==> src/rtl/fp_norm_round_if.sv <==
// rtl/fp_norm_round_if.sv - launch/result bundle for the fp_norm_round stage
//
// Purpose : groups the request fields (start, raw aligned sum) and the
//           response fields (packed result, done pulse, busy, flags) of the
//           normalize-and-round stage.
// Signals :
//   start      launch request, sampled only while busy=0
//   in_sign    sign of the raw sum
//   in_exp     biased exponent of the larger operand (0 is treated as 1)
//   in_mant    {carry, hidden, fraction[FRAC_W-1:0], guard, round}
//   in_sticky  OR of all bits shifted out below the round bit
//   result     packed {sign, exp, frac}, held until the next done
//   done       one-cycle pulse when result is valid
//   busy       high while a job is in flight
//   ovf        result overflowed to infinity (valid with done, held)
//   inexact    guard/round/sticky nonzero at rounding (valid with done, held)
// Modports: master drives the request side, slave is the stage itself.

interface fp_norm_round_if #(
    parameter int EXP_W  = 8,
    parameter int FRAC_W = 23
);
    logic                      start;
    logic                      in_sign;
    logic [EXP_W-1:0]          in_exp;
    logic [FRAC_W+3:0]         in_mant;
    logic                      in_sticky;
    logic [EXP_W+FRAC_W:0]     result;
    logic                      done;
    logic                      busy;
    logic                      ovf;
    logic                      inexact;

    modport master (
        output start, in_sign, in_exp, in_mant, in_sticky,
        input  result, done, busy, ovf, inexact
    );

    modport slave (
        input  start, in_sign, in_exp, in_mant, in_sticky,
        output result, done, busy, ovf, inexact
    );
endinterface

==> src/rtl/fp_norm_round.sv <==
// rtl/fp_norm_round.sv - post-addition normalize and round-to-nearest-even stage
//
// Purpose : takes the raw aligned sum from the FP add/sub datapath,
//           normalizes it (right shift on carry, left shift on cancellation,
//           stopping at the denormal boundary), rounds to nearest-even and
//           packs an IEEE-754 word with a one-cycle done pulse.
// Ports   :
//   clk    clock
//   reset  asynchronous, active-high reset
//   bus    fp_norm_round_if.slave (start/in_* request, result/done/busy/
//          ovf/inexact response)
// Build option:
//   FP_NORM_LZC_EN  when defined, the cancellation left shift is done in one
//                   cycle using a leading-zero count; otherwise one bit per
//                   cycle. Results and flags are identical in both builds.

module fp_norm_round #(
    parameter int EXP_W  = 8,
    parameter int FRAC_W = 23
) (
    input  logic            clk,
    input  logic            reset,
    fp_norm_round_if.slave  bus
);
    localparam int MW      = FRAC_W + 4;        // carry, hidden, frac, G, R
    localparam int XW      = EXP_W + 2;         // exponent never wraps
    localparam int EXP_MAX = (1 << EXP_W) - 1;

    typedef enum logic [1:0] {S_IDLE, S_NORM, S_ROUND, S_DONE} state_t;

    state_t                   r_state;
    logic                     r_sign;
    logic signed [XW-1:0]     r_exp;
    logic [MW-1:0]            r_mant;
    logic                     r_sticky;
    logic [EXP_W+FRAC_W:0]    r_result;
    logic                     r_done;
    logic                     r_busy;
    logic                     r_ovf;
    logic                     r_inexact;

    // Left-shift step used by cancellation normalization.
    logic [MW-1:0]            w_lmant;
    logic signed [XW-1:0]     w_lexp;

`ifdef FP_NORM_LZC_EN
    int w_lz;
    int w_lim;
    int w_sh;

    // Leading zeros are counted over hidden..round so a guard/round bit can
    // become the hidden bit exactly as the iterative shifter would do it.
    // An all-zero mantissa reports a count larger than any exponent limit,
    // so the shift then stops at the denormal boundary.
    always_comb begin
        w_lz = 1 << XW;
        for (int i = 0; i < MW - 1; i++) begin
            if (r_mant[i]) begin
                w_lz = MW - 2 - i;
            end
        end
        w_lim   = int'(r_exp) - 1;
        w_sh    = (w_lz < w_lim) ? w_lz : w_lim;
        w_lmant = r_mant << w_sh;
        w_lexp  = r_exp - XW'(w_sh);
    end

    localparam state_t LEFT_NEXT = S_ROUND;
`else
    always_comb begin
        w_lmant = r_mant << 1;
        w_lexp  = r_exp - XW'(1);
    end

    localparam state_t LEFT_NEXT = S_NORM;
`endif

    // Rounding datapath: hidden+fraction with one spare bit for the carry.
    logic                     w_up;
    logic [FRAC_W+1:0]        w_sum;
    logic [FRAC_W+1:0]        w_rmant;
    logic signed [XW-1:0]     w_rexp;
    logic [EXP_W-1:0]         w_rexp_field;
    logic                     w_rovf;
    logic                     w_rinexact;
    logic [EXP_W+FRAC_W:0]    w_rresult;

    always_comb begin
        w_up  = r_mant[1] & (r_mant[0] | r_sticky | r_mant[2]);
        w_sum = {1'b0, r_mant[MW-2:2]} + {{(FRAC_W+1){1'b0}}, w_up};
        if (w_sum[FRAC_W+1]) begin
            w_rmant = w_sum >> 1;
            w_rexp  = r_exp + XW'(1);
        end else begin
            w_rmant = w_sum;
            w_rexp  = r_exp;
        end
        // A denormal that rounds up into the hidden bit naturally gets exp 1.
        w_rexp_field = w_rmant[FRAC_W] ? w_rexp[EXP_W-1:0] : '0;
        w_rovf       = (int'(w_rexp) >= EXP_MAX);
        w_rinexact   = r_mant[1] | r_mant[0] | r_sticky;
        if (w_rovf) begin
            w_rresult = {r_sign, {EXP_W{1'b1}}, {FRAC_W{1'b0}}};
        end else begin
            w_rresult = {r_sign, w_rexp_field, w_rmant[FRAC_W-1:0]};
        end
    end

    always_ff @(posedge clk or posedge reset) begin
        if (reset) begin
            r_state   <= S_IDLE;
            r_sign    <= 1'b0;
            r_exp     <= '0;
            r_mant    <= '0;
            r_sticky  <= 1'b0;
            r_result  <= '0;
            r_done    <= 1'b0;
            r_busy    <= 1'b0;
            r_ovf     <= 1'b0;
            r_inexact <= 1'b0;
        end else begin
            r_done <= 1'b0;
            case (r_state)
                S_IDLE: begin
                    if (bus.start) begin
                        r_sign   <= bus.in_sign;
                        r_exp    <= (bus.in_exp == '0) ? XW'(1) : XW'(bus.in_exp);
                        r_mant   <= bus.in_mant;
                        r_sticky <= bus.in_sticky;
                        r_busy   <= 1'b1;
                        r_state  <= S_NORM;
                    end
                end

                S_NORM: begin
                    if (int'(r_exp) == EXP_MAX) begin
                        // Inf/NaN passes through with its payload.
                        r_result  <= {r_sign, {EXP_W{1'b1}}, r_mant[MW-3:2]};
                        r_ovf     <= 1'b0;
                        r_inexact <= 1'b0;
                        r_done    <= 1'b1;
                        r_busy    <= 1'b0;
                        r_state   <= S_DONE;
                    end else if (r_mant == '0 && !r_sticky) begin
                        // Exact cancellation always yields +0.
                        r_result  <= '0;
                        r_ovf     <= 1'b0;
                        r_inexact <= 1'b0;
                        r_done    <= 1'b1;
                        r_busy    <= 1'b0;
                        r_state   <= S_DONE;
                    end else if (r_mant[MW-1]) begin
                        r_mant   <= r_mant >> 1;
                        r_sticky <= r_sticky | r_mant[0];
                        r_exp    <= r_exp + XW'(1);
                        r_state  <= S_ROUND;
                    end else if (!r_mant[MW-2] && int'(r_exp) > 1) begin
                        r_mant  <= w_lmant;
                        r_exp   <= w_lexp;
                        r_state <= LEFT_NEXT;
                    end else begin
                        r_state <= S_ROUND;
                    end
                end

                S_ROUND: begin
                    r_result  <= w_rresult;
                    r_ovf     <= w_rovf;
                    r_inexact <= w_rinexact;
                    r_done    <= 1'b1;
                    r_busy    <= 1'b0;
                    r_state   <= S_DONE;
                end

                S_DONE: begin
                    // start is deliberately not looked at here.
                    r_state <= S_IDLE;
                end

                default: r_state <= S_IDLE;
            endcase
        end
    end

    assign bus.result  = r_result;
    assign bus.done    = r_done;
    assign bus.busy    = r_busy;
    assign bus.ovf     = r_ovf;
    assign bus.inexact = r_inexact;

endmodule

==> src/flat_wrapper.sv <==
// flat-port wrapper written by rule: the top's interface ports become plain ports
module fp_norm_round_flat 
#(
    parameter int EXP_W  = 8,
    parameter int FRAC_W = 23
)
  (clk, reset, bus_start, bus_in_sign, bus_in_exp, bus_in_mant, bus_in_sticky, bus_result, bus_done, bus_busy, bus_ovf, bus_inexact);
  fp_norm_round_if #(.EXP_W(EXP_W), .FRAC_W(FRAC_W)) bus_i ();
  input  logic clk;
  input  logic reset;
  input wire logic [$bits(bus_i.start)-1:0] bus_start;
  input wire logic [$bits(bus_i.in_sign)-1:0] bus_in_sign;
  input wire logic [$bits(bus_i.in_exp)-1:0] bus_in_exp;
  input wire logic [$bits(bus_i.in_mant)-1:0] bus_in_mant;
  input wire logic [$bits(bus_i.in_sticky)-1:0] bus_in_sticky;
  output wire logic [$bits(bus_i.result)-1:0] bus_result;
  output wire logic [$bits(bus_i.done)-1:0] bus_done;
  output wire logic [$bits(bus_i.busy)-1:0] bus_busy;
  output wire logic [$bits(bus_i.ovf)-1:0] bus_ovf;
  output wire logic [$bits(bus_i.inexact)-1:0] bus_inexact;
  assign bus_i.start = bus_start;
  assign bus_i.in_sign = bus_in_sign;
  assign bus_i.in_exp = bus_in_exp;
  assign bus_i.in_mant = bus_in_mant;
  assign bus_i.in_sticky = bus_in_sticky;
  assign bus_result = bus_i.result;
  assign bus_done = bus_i.done;
  assign bus_busy = bus_i.busy;
  assign bus_ovf = bus_i.ovf;
  assign bus_inexact = bus_i.inexact;
  fp_norm_round #(.EXP_W(EXP_W), .FRAC_W(FRAC_W)) u_core (.clk(clk), .reset(reset), .bus(bus_i));
endmodule
==> config.mk <==
export PLATFORM = sky130hd
export DESIGN_NAME = fp_norm_round_flat
export DESIGN_NICKNAME = d
export VERILOG_FILES = /design/src/rtl/fp_norm_round_if.sv /design/src/rtl/fp_norm_round.sv /design/src/flat_wrapper.sv
export SDC_FILE = /design/constraint.sdc
export NUM_CORES = 1
export LEC_CHECK = 0
export CORE_ASPECT_RATIO = 0.75
export CORE_MARGIN = 4
export CORE_UTILIZATION = 45
export DETAILED_ROUTE_END_ITERATION = 8
export HOLD_SLACK_MARGIN = 0.05
export PLACE_DENSITY = 0.73
export SETUP_SLACK_MARGIN = 0.15
export SYNTH_ARGS = -nofsm -noshare
export SYNTH_HDL_FRONTEND = slang
export SYNTH_SLANG_ARGS = --single-unit
==> constraint.sdc <==
create_clock -name clk -period 3.5 [get_ports clk]
set_input_delay 0.875 -clock clk [delete_from_list [all_inputs] [get_ports clk]]
set_output_delay 0.875 -clock clk [all_outputs]
set_load 0.05 [all_outputs]
==> results_dict.tcl, run 1 <==
set metrics [dict create \
    status "complete, no violations" \
    syn_area_per_cell_um2 7.88 \
    maxSlewViolCount 0 \
    skew_ps 5.55 \
    crit_type "reg2reg" \
    grt_use_total_pct 23.6 \
    setup_viol 0 \
    critPathLaunchType "flip-flop" \
    first_global_vias 4790 \
    routed_via_density 5.94 \
    clock_sinks 77 \
    drcViolationCount 0 \
    htreeDepth 3 \
    yosys.area.top_type "dfrtp_1" \
    ant_nets 0 \
    timing.fmax_mhz 326 \
    period_needed_ps 3070 \
    synth_compound_area_share_pct 26.0 \
    leakagePower_nw 2.49 \
    p_total_mw 6.47 \
    yosysTopAreaCellShare_pct 35.3 \
    synth_top_family_by_area "compound AO/OA/AOI/OAI gates" \
    r2r_start "u_core.r_exp[0]$_DFFE_PP0P_" \
    totalWireLength_um 15900 \
    rows 34 \
    min_from "u_core.bus.result[10]$_DFFE_PP0P_" \
    rsz0062_at_grt "no" \
    grt_antenna_before_repair 0 \
    finalCritPeriodShare_pct 87.7 \
    drt-initial-drc-count 562 \
    fp.dieW_um 135 \
    cap_violations 0 \
    yosys_warnings 0 \
    start_util_pct 46.6 \
    rrSetupSlack_ps 430 \
    port_buffers 75 \
    holdBufCountCts 0 \
    wire_per_inst_um 17.8 \
    cp.arrival_ps 3350 \
    dieArea_um2 14000 \
    drive_gt1_share_pct 8.76 \
    endpoint_kind "flip-flop" \
    grt_pass1_wl_um 26400 \
    hold_slack_ps 480 \
    hold_viol 0 \
    worst_pin_slew_ps 803 \
    gp_congestion 1.04 \
    nets 773 \
    grt_max_degree 78 \
    overflow 0 \
    whs_path_depth 2 \
    cts_tree "yes" \
    ys_seq_elements 77 \
    synth.distinct_cells 65 \
    antenna_cells 0 \
    synth-xor-area-share_pct 3.53 \
    worst_slack_ps 430 \
    synth_fa_ha_area_share_pct 1.61 \
    slew-limit-headroom_pct 46.4 \
    synth-edff-count 0 \
    synth-async-reset-ratio_pct 100 \
    worstHoldEndpoint "u_core.bus.result[10]$_DFFE_PP0P_" \
    synth_area_um2 5450 \
    place_hpwl_um 11400 \
    p_per_area_nw_per_um2 993 \
    cp_slowest_stage_delay_ps 630 \
    cp_slowest_cell "o21a_1" \
    worstPathCellList "ha_1, and4_1, nand3_1, o21ai_2, o21a_1, o21ai_1, nor2_2, a221o_1" \
    syn-num-nets 739 \
    die_h_um 103 \
    clockBufferDepth 2 \
    insertion_delay_ps 340 \
    vdd_drop_max_v 0.000561 \
    cp.required_ps 3780 \
    pin_count 76 \
    fin_setup_tns_ps 0 \
    timing.rr.end "u_core.bus.result[29]$_DFFE_PP0P_" \
    vias 5306 \
    synthTopCellsByArea "dfrtp_1, nand2_1, o21ai_0" \
    cp_max_fo 17 \
    muxShareOfSynthArea_pct 1.33 \
    ff2ff_path_depth 8 \
    root_buffer "clkbuf_16" \
    dr.pass1.iters 5 \
    synth_ff_type "dfrtp_1" \
    path_clk_slew_ps 60 \
    dp_slack_ps 216 \
    ys_seq_area_share_pct 35.3 \
    hp-class "reg2reg" \
    core_area_um2 11700 \
    synth-simple-area-share_pct 24.5 \
    synthCells 692 \
    syn_to_final_growth_pct 19.5 \
    cts_buffers 9 \
]
==> placed cells by master (no fill, tap or decap), types with 6 or more instances in the layout <==
cell type / count
inv_1: 12
nand3_1: 18
o21ai_1: 25
o22ai_1: 10
dfrtp_1: 76
nand2_1: 129
a32oi_1: 11
nor2_1: 37
a21oi_1: 30
xor2_1: 10
and3_1: 8
a31oi_1: 10
xnor2_1: 12
clkbuf_16: 9
and2_1: 9
clkdlybuf4s50_1: 75
a221o_1: 8
nand4_1: 13
ha_1: 6
nor4_1: 10
nor3_1: 14
buf_4: 21
o21ai_0: 65
o211ai_1: 26
==> logic make-up after synthesis <==
kind of cell,Yosys count
compound gates,218
xor+xnor,22
fa+ha+maj,7
buf+inv,88
flops,77
mux,7
simple gates,273
==> metrics by stage <==
stage / instance area, µm² / instances / util [%]
2_1_floorplan: 5450 / 692 / -
3_3_place_gp: 6230 / 877 / 53.3
3_5_place_dp: 6230 / 877 / 53.3
4_1_cts: 6510 / 893 / 55.6
5_1_grt: 6510 / 893 / 55.7
6_report: 6510 / 893 / 55.7
==> worst max path at each step <==
stage          cells past startpoint                    startpoint                                end
2_1_floorplan                      1                         reset                          async pin
3_3_place_gp                       9  u_core.r_mant[2]$_DFFE_PP0P_   u_core.bus.result[6]$_DFFE_PP0P_
3_5_place_dp                       9  u_core.r_mant[2]$_DFFE_PP0P_   u_core.bus.result[2]$_DFFE_PP0P_
4_1_cts                            9  u_core.r_mant[2]$_DFFE_PP0P_   u_core.bus.result[2]$_DFFE_PP0P_
5_1_grt                            7  u_core.r_mant[1]$_DFFE_PP0P_  u_core.bus.result[24]$_DFFE_PP0P_
6_report                           8   u_core.r_exp[0]$_DFFE_PP0P_  u_core.bus.result[29]$_DFFE_PP0P_
==> cell usage after synthesis, types with 9 or more instances <==
cell / number
o211ai_1: 26
xor2_1: 10
a21oi_1: 30
nor2_1: 38
nand2_1: 129
o22ai_1: 10
buf_4: 13
xnor2_1: 12
o21ai_1: 26
a31oi_1: 10
nand4_1: 13
o21ai_0: 65
and2_1: 9
dfrtp_1: 77
a32oi_1: 11
nor3_1: 14
buf_2: 21
nor4_1: 10
clkbuf_1: 34
inv_1: 13
nand3_1: 18
==> timing repair <==
action | CTS | global route
gates resized for setup | 0 | 2
buffers inserted | 0 | 0
endpoints found under the setup margin | 0 | 29
==> worst max-delay path, delay by kind of cell, from the launching register on <==
family,cells,cell delay [ps]
AO/OA/AOI/OAI,4,1340
adder cells (fa/ha/maj),1,350
flip-flops,1,480
AND/OR/NAND/NOR,3,830
==> area by class of cell <==
type | instances | area [µm²]
multi-input cells | 527 | 3120
flip-flops and latches | 77 | 1930
inverters | 14 | 52.6
clock buffers | 12 | 256
repair buffers | 97 | 928
clock inverters | 4 | 22.5
well taps | 162 | 203
fillers | 1107 | 5190
==> state kept, by name (all words and copies together) (netlist names), named ones only <==
register / count
u_core.r_sticky: 1
u_core.bus.result: 32
u_core.bus.inexact: 1
u_core.r_mant: 27
u_core.bus.ovf: 1
u_core.r_exp: 10
u_core.r_sign: 1
u_core.r_state: 1
u_core.bus.done: 1
u_core.bus.busy: 1
==> routing by layer <==
metal  track usage, %  routed length (µm)
met1             38.8                8030
met2             30.8                6230
met3             4.16                1410
met4             6.35                 212
met5                0                   0
==> power by group <==
group / leakage [nW] / switching, mW / total [mW] / internal, mW
Sequential: 0.980 / 0.596 / 1.88 / 1.28
Combinational: 1.38 / 2.38 / 3.71 / 1.32
Clock: 0.138 / 0.364 / 0.879 / 0.515
(Power assumes the default switching activity.)
==> run 2: changes to the inputs <==
CORE_MARGIN = 2   (was 4)
==> results_dict.tcl, run 2 (synthesized netlist as in run 1, its figures left out) <==
set metrics [dict create \
    first_global_vias 5054 \
    worstHoldEndpoint "u_core.bus.result[10]$_DFFE_PP0P_" \
    hold_slack_ps 483 \
    worst_pin_slew_ps 845 \
    cap_violations 0 \
    wl_met2_um 6970 \
    pin_count 76 \
    routed_via_density 6.09 \
    maxSlewViolCount 0 \
    fin_setup_tns_ps 0 \
    overflow 0 \
    largest_reg_flops 32 \
    final_cell_mix "nand2_1, dfrtp_1, clkdlybuf4s50_1, o21ai_0, nor2_1" \
    drive_gt1_share_pct 9.85 \
    insertion_delay_ps 350 \
    clockBufferDepth 2 \
    timing.rr.end "u_core.bus.result[5]$_DFFE_PP0P_" \
    die_h_um 99.3 \
    htreeDepth 3 \
    hold_viol 0 \
    wl_met1_um 7910 \
    skew_ps 8.91 \
    cp.required_ps 3720 \
    port_buffers 75 \
    whs_path_depth 2 \
    wl_met3_um 1800 \
    combPwrFrac_pct 59.6 \
    clkPwrFrac_pct 14.6 \
    vdd_drop_max_v 0.000608 \
    highest_layer "met4" \
    cp_max_fo 13 \
    rsz0062_at_grt "no" \
    antenna_cells 0 \
    start_util_pct 46.6 \
    rows 34 \
    vias 5503 \
    path_clk_slew_ps 60 \
    cts_buffers 9 \
    root_buffer "clkbuf_16" \
    crit_type "reg2reg" \
    share_seq_of_total_power_pct 25.8 \
    drcViolationCount 0 \
    cts_tree "yes" \
    status "complete, no violations" \
    slew-limit-headroom_pct 43.6 \
    nets 783 \
    endpoint_kind "flip-flop" \
    clock_sinks 77 \
    final_common_cell "nand2_1" \
    hp-class "reg2reg" \
    p_int_mw 3.32 \
    min_from "u_core.bus.result[10]$_DFFE_PP0P_" \
    fp.dieW_um 131 \
    setup_viol 0 \
    totalWireLength_um 17000 \
    grt_use_total_pct 26.8 \
    cp.arrival_ps 3330 \
    syn_to_final_growth_pct 21.9 \
    ant_nets 0 \
    grt_max_degree 78 \
    dieArea_um2 13000 \
    grt_antenna_before_repair 0 \
    r2r_start "u_core.r_mant[2]$_DFFE_PP0P_" \
    holdBufCountCts 0 \
    period_needed_ps 3110 \
    wire_per_inst_um 18.8 \
    rrSetupSlack_ps 390 \
    critPathLaunchType "flip-flop" \
    dr.pass1.iters 5 \
    place_hpwl_um 12000 \
    p_per_area_nw_per_um2 1020 \
    power.switching_mw 3.46 \
    finalCritPeriodShare_pct 88.8 \
    gp_congestion 0.972 \
    grt_pass1_wl_um 27100 \
    swShare_pct 51.0 \
    timing.fmax_mhz 322 \
    drt-initial-drc-count 665 \
    ff2ff_path_depth 10 \
    leakagePower_nw 2.57 \
    core_area_um2 11700 \
]
run 2: worst max-delay path: stages (launching register included):
cell	delay, ps
dfrtp_1	510
and2_1	200
ha_1	220
and4_1	330
and2_1	260
buf_4	200
and4_1	220
o221ai_2	100
o31a_1	500
a311oi_1	350
o31ai_1	100
run 2: how the worst max path moves through the flow:
stage / endpoint / from / cells past startpoint
CTS: u_core.bus.result[5]$_DFFE_PP0P_ / u_core.r_mant[2]$_DFFE_PP0P_ / 10
detailed placement: u_core.bus.result[2]$_DFFE_PP0P_ / u_core.r_mant[2]$_DFFE_PP0P_ / 9
global route: u_core.bus.result[16]$_DFFE_PP0P_ / u_core.r_mant[2]$_DFFE_PP0P_ / 9
floorplan: async pin / reset / 1
global placement: u_core.bus.result[2]$_DFFE_PP0P_ / u_core.r_mant[2]$_DFFE_PP0P_ / 9
finish: u_core.bus.result[5]$_DFFE_PP0P_ / u_core.r_mant[2]$_DFFE_PP0P_ / 10
run 2: timing repair:
action / 4_1_cts / 5_1_grt
setup buffers: 0 / 0
setup endpoints to repair: 6 / 0
resized for setup: 1 / 0
run 2: stage by stage:
step                setup WS [ps]  total power [mW]  area [µm²]  utilization, %  cells
floorplan                     658              4.52        5450               -    692
global placement              265              5.62        6330            54.1    887
detailed placement            124              5.70        6330            54.1    887
CTS                           448              6.70        6650            56.8    903
global route                  163              7.23        6650            56.8    903
finish                        393              6.78        6650            56.8    903
run 2: routing by layer:
metal	global-route usage [%]	vias to the layer above
met5	0	-
li1	-	2579
met3	6.72	31
met4	6.96	0
met1	41.7	2582
met2	36.7	311
run 2: cell type report:
cell class,count,area (µm²)
clock inverter,3,42.5
timing repair buffer,107,1030
sequential,77,1930
inverter,14,52.6
fill,1018,5050
tap,162,203
clock buffer,13,270
multi-input combinational,527,3120
run 2: power groups by stage:
| stage | Combinational, mW | Sequential, mW | Clock [mW] |
|---|---|---|---|
| 6_report | 4.04 | 1.75 | 0.993 |
| 3_3_place_gp | 3.90 | 1.72 | 0 |
| 2_1_floorplan | 2.51 | 2.01 | 0 |
| 3_5_place_dp | 3.95 | 1.74 | 0 |
| 5_1_grt | 4.40 | 1.80 | 1.03 |
| 4_1_cts | 3.97 | 1.73 | 1.00 |
==> run 3: changes to the inputs <==
CAP_MARGIN = 20   (was default)
CORE_ASPECT_RATIO = 1.2   (was 0.75)
PLACE_DENSITY = 0.75   (was 0.73)
clock period = 2.8 ns   (was 3.5 ns; I/O delays follow)
==> results_dict.tcl, run 3 (synthesized netlist as in run 1, its figures left out) <==
set metrics [dict create \
    hp-class "reg2reg" \
    rrSetupSlack_ps 250 \
    min_from "u_core.bus.result[1]$_DFFE_PP0P_" \
    totalWireLength_um 16500 \
    cp_slowest_cell "nor3_4" \
    grt_max_degree 78 \
    insertion_delay_ps 350 \
    clockBufferDepth 2 \
    holdBufCountCts 0 \
    place_area_um2 6470 \
    cpMostUsedCell "buf_4" \
    fp.dieW_um 104 \
    first_global_vias 5072 \
    timing.fmax_mhz 392 \
    htreeDepth 3 \
    maxSlewViolCount 0 \
    worstPathCellList "and2_1, ha_2, and4_4, nand2_2, nor3_4, buf_4, buf_4, nand2_1, xnor2_1, a221o_1" \
    worst_pin_slew_ps 663 \
    clock_sinks 77 \
    rows 44 \
    drive_gt1_share_pct 14.3 \
    share_seq_of_total_power_pct 24.4 \
    antenna_cells 0 \
    timing.rr.end "u_core.bus.result[27]$_DFFE_PP0P_" \
    grt_antenna_before_repair 0 \
    gp_congestion 0.915 \
    worstHoldEndpoint "u_core.bus.result[1]$_DFFE_PP0P_" \
    p_int_mw 4.27 \
    dieArea_um2 13000 \
    combPwrFrac_pct 61.6 \
    ant_nets 0 \
    cap_violations 0 \
    setup_viol 0 \
    endpoint_kind "flip-flop" \
    overflow 0 \
    drt-initial-drc-count 486 \
    pin_count 76 \
    dr.pass1.iters 5 \
    ff2ff_path_depth 10 \
    power.switching_mw 4.27 \
    hold_viol 0 \
    fin_setup_tns_ps 0 \
    status "complete, no violations" \
    period_needed_ps 2550 \
    vias 5594 \
    grt_pass1_wl_um 26100 \
    critPathLaunchType "flip-flop" \
    leakagePower_nw 2.68 \
    die_h_um 125 \
    final_common_cell "nand2_1" \
    root_buffer "clkbuf_16" \
    cp.arrival_ps 2780 \
    final_cell_mix "nand2_1, clkdlybuf4s50_1, dfrtp_1, o21ai_0, buf_4" \
    wire_per_inst_um 17.8 \
    core_area_um2 11900 \
    start_util_pct 45.6 \
    cp_slowest_stage_delay_ps 370 \
    clkPwrFrac_pct 14.1 \
    crit_type "reg2reg" \
    whs_path_depth 2 \
    port_buffers 75 \
    worst_slack_ps 247 \
    p_per_area_nw_per_um2 1240 \
    startpoint "u_core.r_mant[2]$_DFFE_PP0P_" \
    dp_slack_ps 65.3 \
    cp.required_ps 3020 \
    finalCritPeriodShare_pct 91.2 \
    skew_ps 10.4 \
    hold_slack_ps 484 \
    cp_max_fo 12 \
    cts_buffers 9 \
    place_hpwl_um 11700 \
    r2r_start "u_core.r_mant[2]$_DFFE_PP0P_" \
    cts_tree "yes" \
    syn_to_final_growth_pct 26.5 \
    drcViolationCount 0 \
    swShare_pct 50.0 \
    nets 809 \
    largest_reg_flops 32 \
    routed_via_density 6.03 \
    rsz0062_at_grt "yes" \
    postLayoutCellArea_um2 6900 \
    grt_use_total_pct 24.6 \
    slew-limit-headroom_pct 55.8 \
    vdd_drop_max_v 0.000902 \
    path_clk_slew_ps 70 \
]
run 3: repair_timing:
action / CTS / global route
pin swaps: 1 / 8
resized for setup: 4 / 13
setup endpoints to repair: 20 / 51
buffers inserted: 0 / 5
gates cloned: 0 / 3
run 3: metrics by stage:
step           power (mW)  util [%]  cells
2_1_floorplan        5.66         -    692
3_3_place_gp         7.10      54.1    904
3_5_place_dp         7.20      54.1    904
4_1_cts              8.43      56.8    920
5_1_grt              9.10      57.7    928
6_report             8.55      57.7    928
run 3: power by group through the flow:
| stage | Clock [mW] | Sequential [mW] | Combinational, mW |
|---|---|---|---|
| floorplan | 0 | 2.51 | 3.14 |
| global placement | 0 | 2.07 | 5.04 |
| detailed placement | 0 | 2.09 | 5.10 |
| CTS | 1.22 | 2.08 | 5.14 |
| global route | 1.25 | 2.15 | 5.71 |
| finish | 1.20 | 2.08 | 5.26 |
run 3: metal layers:
layer	part of all wire [%]	vias to the layer above	track usage, %
met2	47	268	38.6
met1	43	2646	34.8
li1	-	2640	-
met5	0	-	0
met4	3.0	0	9.38
met3	6.8	40	2.62
run 3: worst max-delay path by stage:
stage,end,slack [ps],depth (start not counted)
after global routing,u_core.bus.result[8]$_DFFE_PP0P_,90,10
after CTS,u_core.bus.result[2]$_DFFE_PP0P_,170,9
after detailed placement,u_core.bus.result[5]$_DFFE_PP0P_,70,9
final,u_core.bus.result[27]$_DFFE_PP0P_,250,10
after global placement,u_core.bus.result[5]$_DFFE_PP0P_,210,8
after floorplan,u_core.bus.result[7]$_DFFE_PP0P_,200,12
run 3: worst max-delay path, delay by kind of cell (launching register included):
family,cells,cell delay [ps]
AOI/OAI and AO/OA,1,330
xor gates and xnor gates,1,140
adders and majority gates,1,220
buffers and inverters,2,360
DFF,1,350
and+or+nand+nor,5,1020
run 3: cell type report:
cell class                 instances  area [µm²]
clock buffer                      10         239
clock inverter                     6        71.3
fill                            1097        5050
inverter                          14        56.3
multi-input combinational        529        3190
sequential                        77        1930
tap                              161         201
timing repair buffer             131        1210
==> RTL edit: new RTL, flow settings as in run 1 <==
`FRAC_W` is set to 23 in 3 places; all go to 27.
--- a/src/rtl/fp_norm_round_if.sv
+++ b/src/rtl/fp_norm_round_if.sv
@@ -18,7 +18,7 @@
 
 interface fp_norm_round_if #(
     parameter int EXP_W  = 8,
-    parameter int FRAC_W = 23
+    parameter int FRAC_W = 27
 );
     logic                      start;
     logic                      in_sign;
--- a/src/rtl/fp_norm_round.sv
+++ b/src/rtl/fp_norm_round.sv
@@ -16,7 +16,7 @@
 
 module fp_norm_round #(
     parameter int EXP_W  = 8,
-    parameter int FRAC_W = 23
+    parameter int FRAC_W = 27
 ) (
     input  logic            clk,
     input  logic            reset,
--- a/src/flat_wrapper.sv
+++ b/src/flat_wrapper.sv
@@ -2,7 +2,7 @@
 module fp_norm_round_flat 
 #(
     parameter int EXP_W  = 8,
-    parameter int FRAC_W = 23
+    parameter int FRAC_W = 27
 )
   (clk, reset, bus_start, bus_in_sign, bus_in_exp, bus_in_mant, bus_in_sticky, bus_result, bus_done, bus_busy, bus_ovf, bus_inexact);
   fp_norm_round_if #(.EXP_W(EXP_W), .FRAC_W(FRAC_W)) bus_i ();
Interface: changed (resized bus_in_mant and bus_result); port bits go from 76 to 84. The function was not compared with the original's and may differ.
==> RTL edit against run 1 <==
- die area increased by 8.6%
- design area grew 12%
- wire length is 33% higher
- critical path depth increased by 3
- area after synthesis is 9.2% higher
- worst setup slack got worse by 0.067 ns
- fmax decreased by 2.1%
- sequential cell count is 8 higher
- total power is 17% higher
- critical endpoint is now u_core.bus.result[20]
- first-iteration DRC count increased by 53%
- clock power is 12% higher
==> RTL edit: results <==
[clock_tree]
clk_latency_ns = 0.35
root_buffer = clkbuf_16
clockBufferDepth = 2
cts_resized = 0
cts_htree_levels = 3
cts.clk_slew.worst_paths_ns = 0.07
cts-buffers-inserted = 9
post-cts-setup-buffer-count = 0

[worst_setup_path]
max_stage_delay_ns = 0.47
worstPathArrival_ns = 3.36
cp_slowest_cell = dfrtp_1
worstPathMaxFanout = 16

[status]
outcome = finished clean

[final_layout]
nets = 883
drive_gt1_share_pct = 10.63
largest_reg_flops = 36

[yosys]
ys_types = 74
async_flop_share_pct = 100.0
syn-num-nets = 825
synth_seq_area_share_pct = 35.72
synth_top_cells_by_count = nand2_1 (113), o21ai_0 (103), dfrtp_1 (85), nor2_1 (60), a21oi_1 (50)
synth_flop_cell = dfrtp_1
ys_warn_count = 0
ys_top_cells_by_area = dfrtp_1 (36%), o21ai_0 (8.7%), nand2_1 (7.1%), a21oi_1 (4.2%), nor2_1 (3.8%)

[global_routing]
grt_pass1_wl_mm = 33.38
grt_pass1_vias = 5793
track_usage_pct = 28.39
grt_max_degree = 61
antenna_found_initial = 0

[place]
io_buffers = 83
post_dp_cell_area_um2 = 7010
hpwl_mm = 15.90
place_congestion = 0.9650

[detailed_routing]
drt-total-wl_mm = 21.16
first_pass_iters = 6
antenna_left = 0
route.vias.total = 6402
drt-initial-drc-count = 861

[power]
vdd_ir_drop_max_mv = 0.6416
p_leak_nw = 2.864
swShare_pct = 53.07

[worst_hold_path]
hp-class = reg -> reg

[timing]
finClkSkew_ns = 0.007008
tightest_slew_ns = 0.6640

[die]
die_x_um = 140.8
[RTL edit: changes by cell type in the layout (fill, tap and decap cells not counted), sizes merged, moves of 9 or more]
cell,run 1,this run
nor2,39,61
inv,13,27
o21ai,92,106
a21oi,31,50
o211ai,26,8
o311ai,0,18
buf,22,44
o221ai,3,16
nand2,130,114
nand3,18,27
a32oi,11,2
[RTL edit: metrics by stage]
| stage | hold slack [ns] | utilization (%) | worst slack [ns] | cells | power [mW] |
|---|---|---|---|---|---|
| final | 0.4850 | 56.39 | 0.3634 | 1008 | 7.568 |
| after global routing | 0.5053 | 56.39 | 0.1507 | 1008 | 8.099 |
| after CTS | 0.4882 | 56.36 | 0.3398 | 1008 | 7.497 |
| after detailed placement | 0.4748 | 54.04 | 0.3522 | 992 | 6.494 |
| after global placement | 0.4579 | 54.04 | 0.5042 | 992 | 6.400 |
| after floorplan | 0.4793 | - | 0.4315 | 774 | 5.029 |
[RTL edit: routing by layer]
| metal | vias to the layer above | GRT usage, % | routed length, µm |
|---|---|---|---|
| met5 | - | 0 | 0 |
| met4 | 0 | 5.394 | 252 |
| met3 | 29 | 8.259 | 2266 |
| met2 | 361 | 38.25 | 8550 |
| met1 | 3073 | 44.61 | 10090 |
| li1 | 2939 | - | - |
[RTL edit: power by group through the flow]
stage	sequential (mW)	combinational [mW]	clock [mW]
after floorplan	2.30	2.73	0
after global placement	2.00	4.40	0
after detailed placement	2.02	4.48	0
after CTS	2.00	4.49	1.01
after global routing	2.09	4.96	1.04
final	2.04	4.55	0.987
[RTL edit: cell type report]
class	count	area, µm²
well taps	171	214.0
fillers	1190	5657
inverters	28	106.4
flip-flops and latches	85	2128
clock inverters	7	75.07
multi-input cells	581	3381
repair buffers	127	1186
clock buffers	9	225.2
[RTL edit: worst max-delay path: cells and delay by family, from the launching register on]
family / cells / cell delay, ns
AOI/OAI and AO/OA: 3 / 0.58
adders and majority gates: 1 / 0.21
buffers and inverters: 1 / 0.20
DFF: 1 / 0.47
and+or+nand+nor: 6 / 1.54
[RTL edit: logic make-up after synthesis]
family | synth area share (%)
fa+ha+maj | 1.471
xor+xnor | 1.471
simple gates | 24.06
mux | 1.051
compound gates | 28.43
flops | 35.72
buf+inv | 7.796
[RTL edit: path summary, 6_finish.rpt]
check                                 startpoint                     to  slack [ns]  cells after the start
min                        u_core.bus.result[29]  u_core.bus.result[29]        0.48                      2
max in group asynchronous                  reset        u_core.r_exp[8]        1.89                      3
max reg2reg                     u_core.r_mant[1]  u_core.bus.result[20]        0.36                     11
min in group asynchronous                  reset   u_core.bus.result[1]        0.91                      2
min reg2reg                u_core.bus.result[29]  u_core.bus.result[29]        0.48                      2
max                             u_core.r_mant[1]  u_core.bus.result[20]        0.36                     11
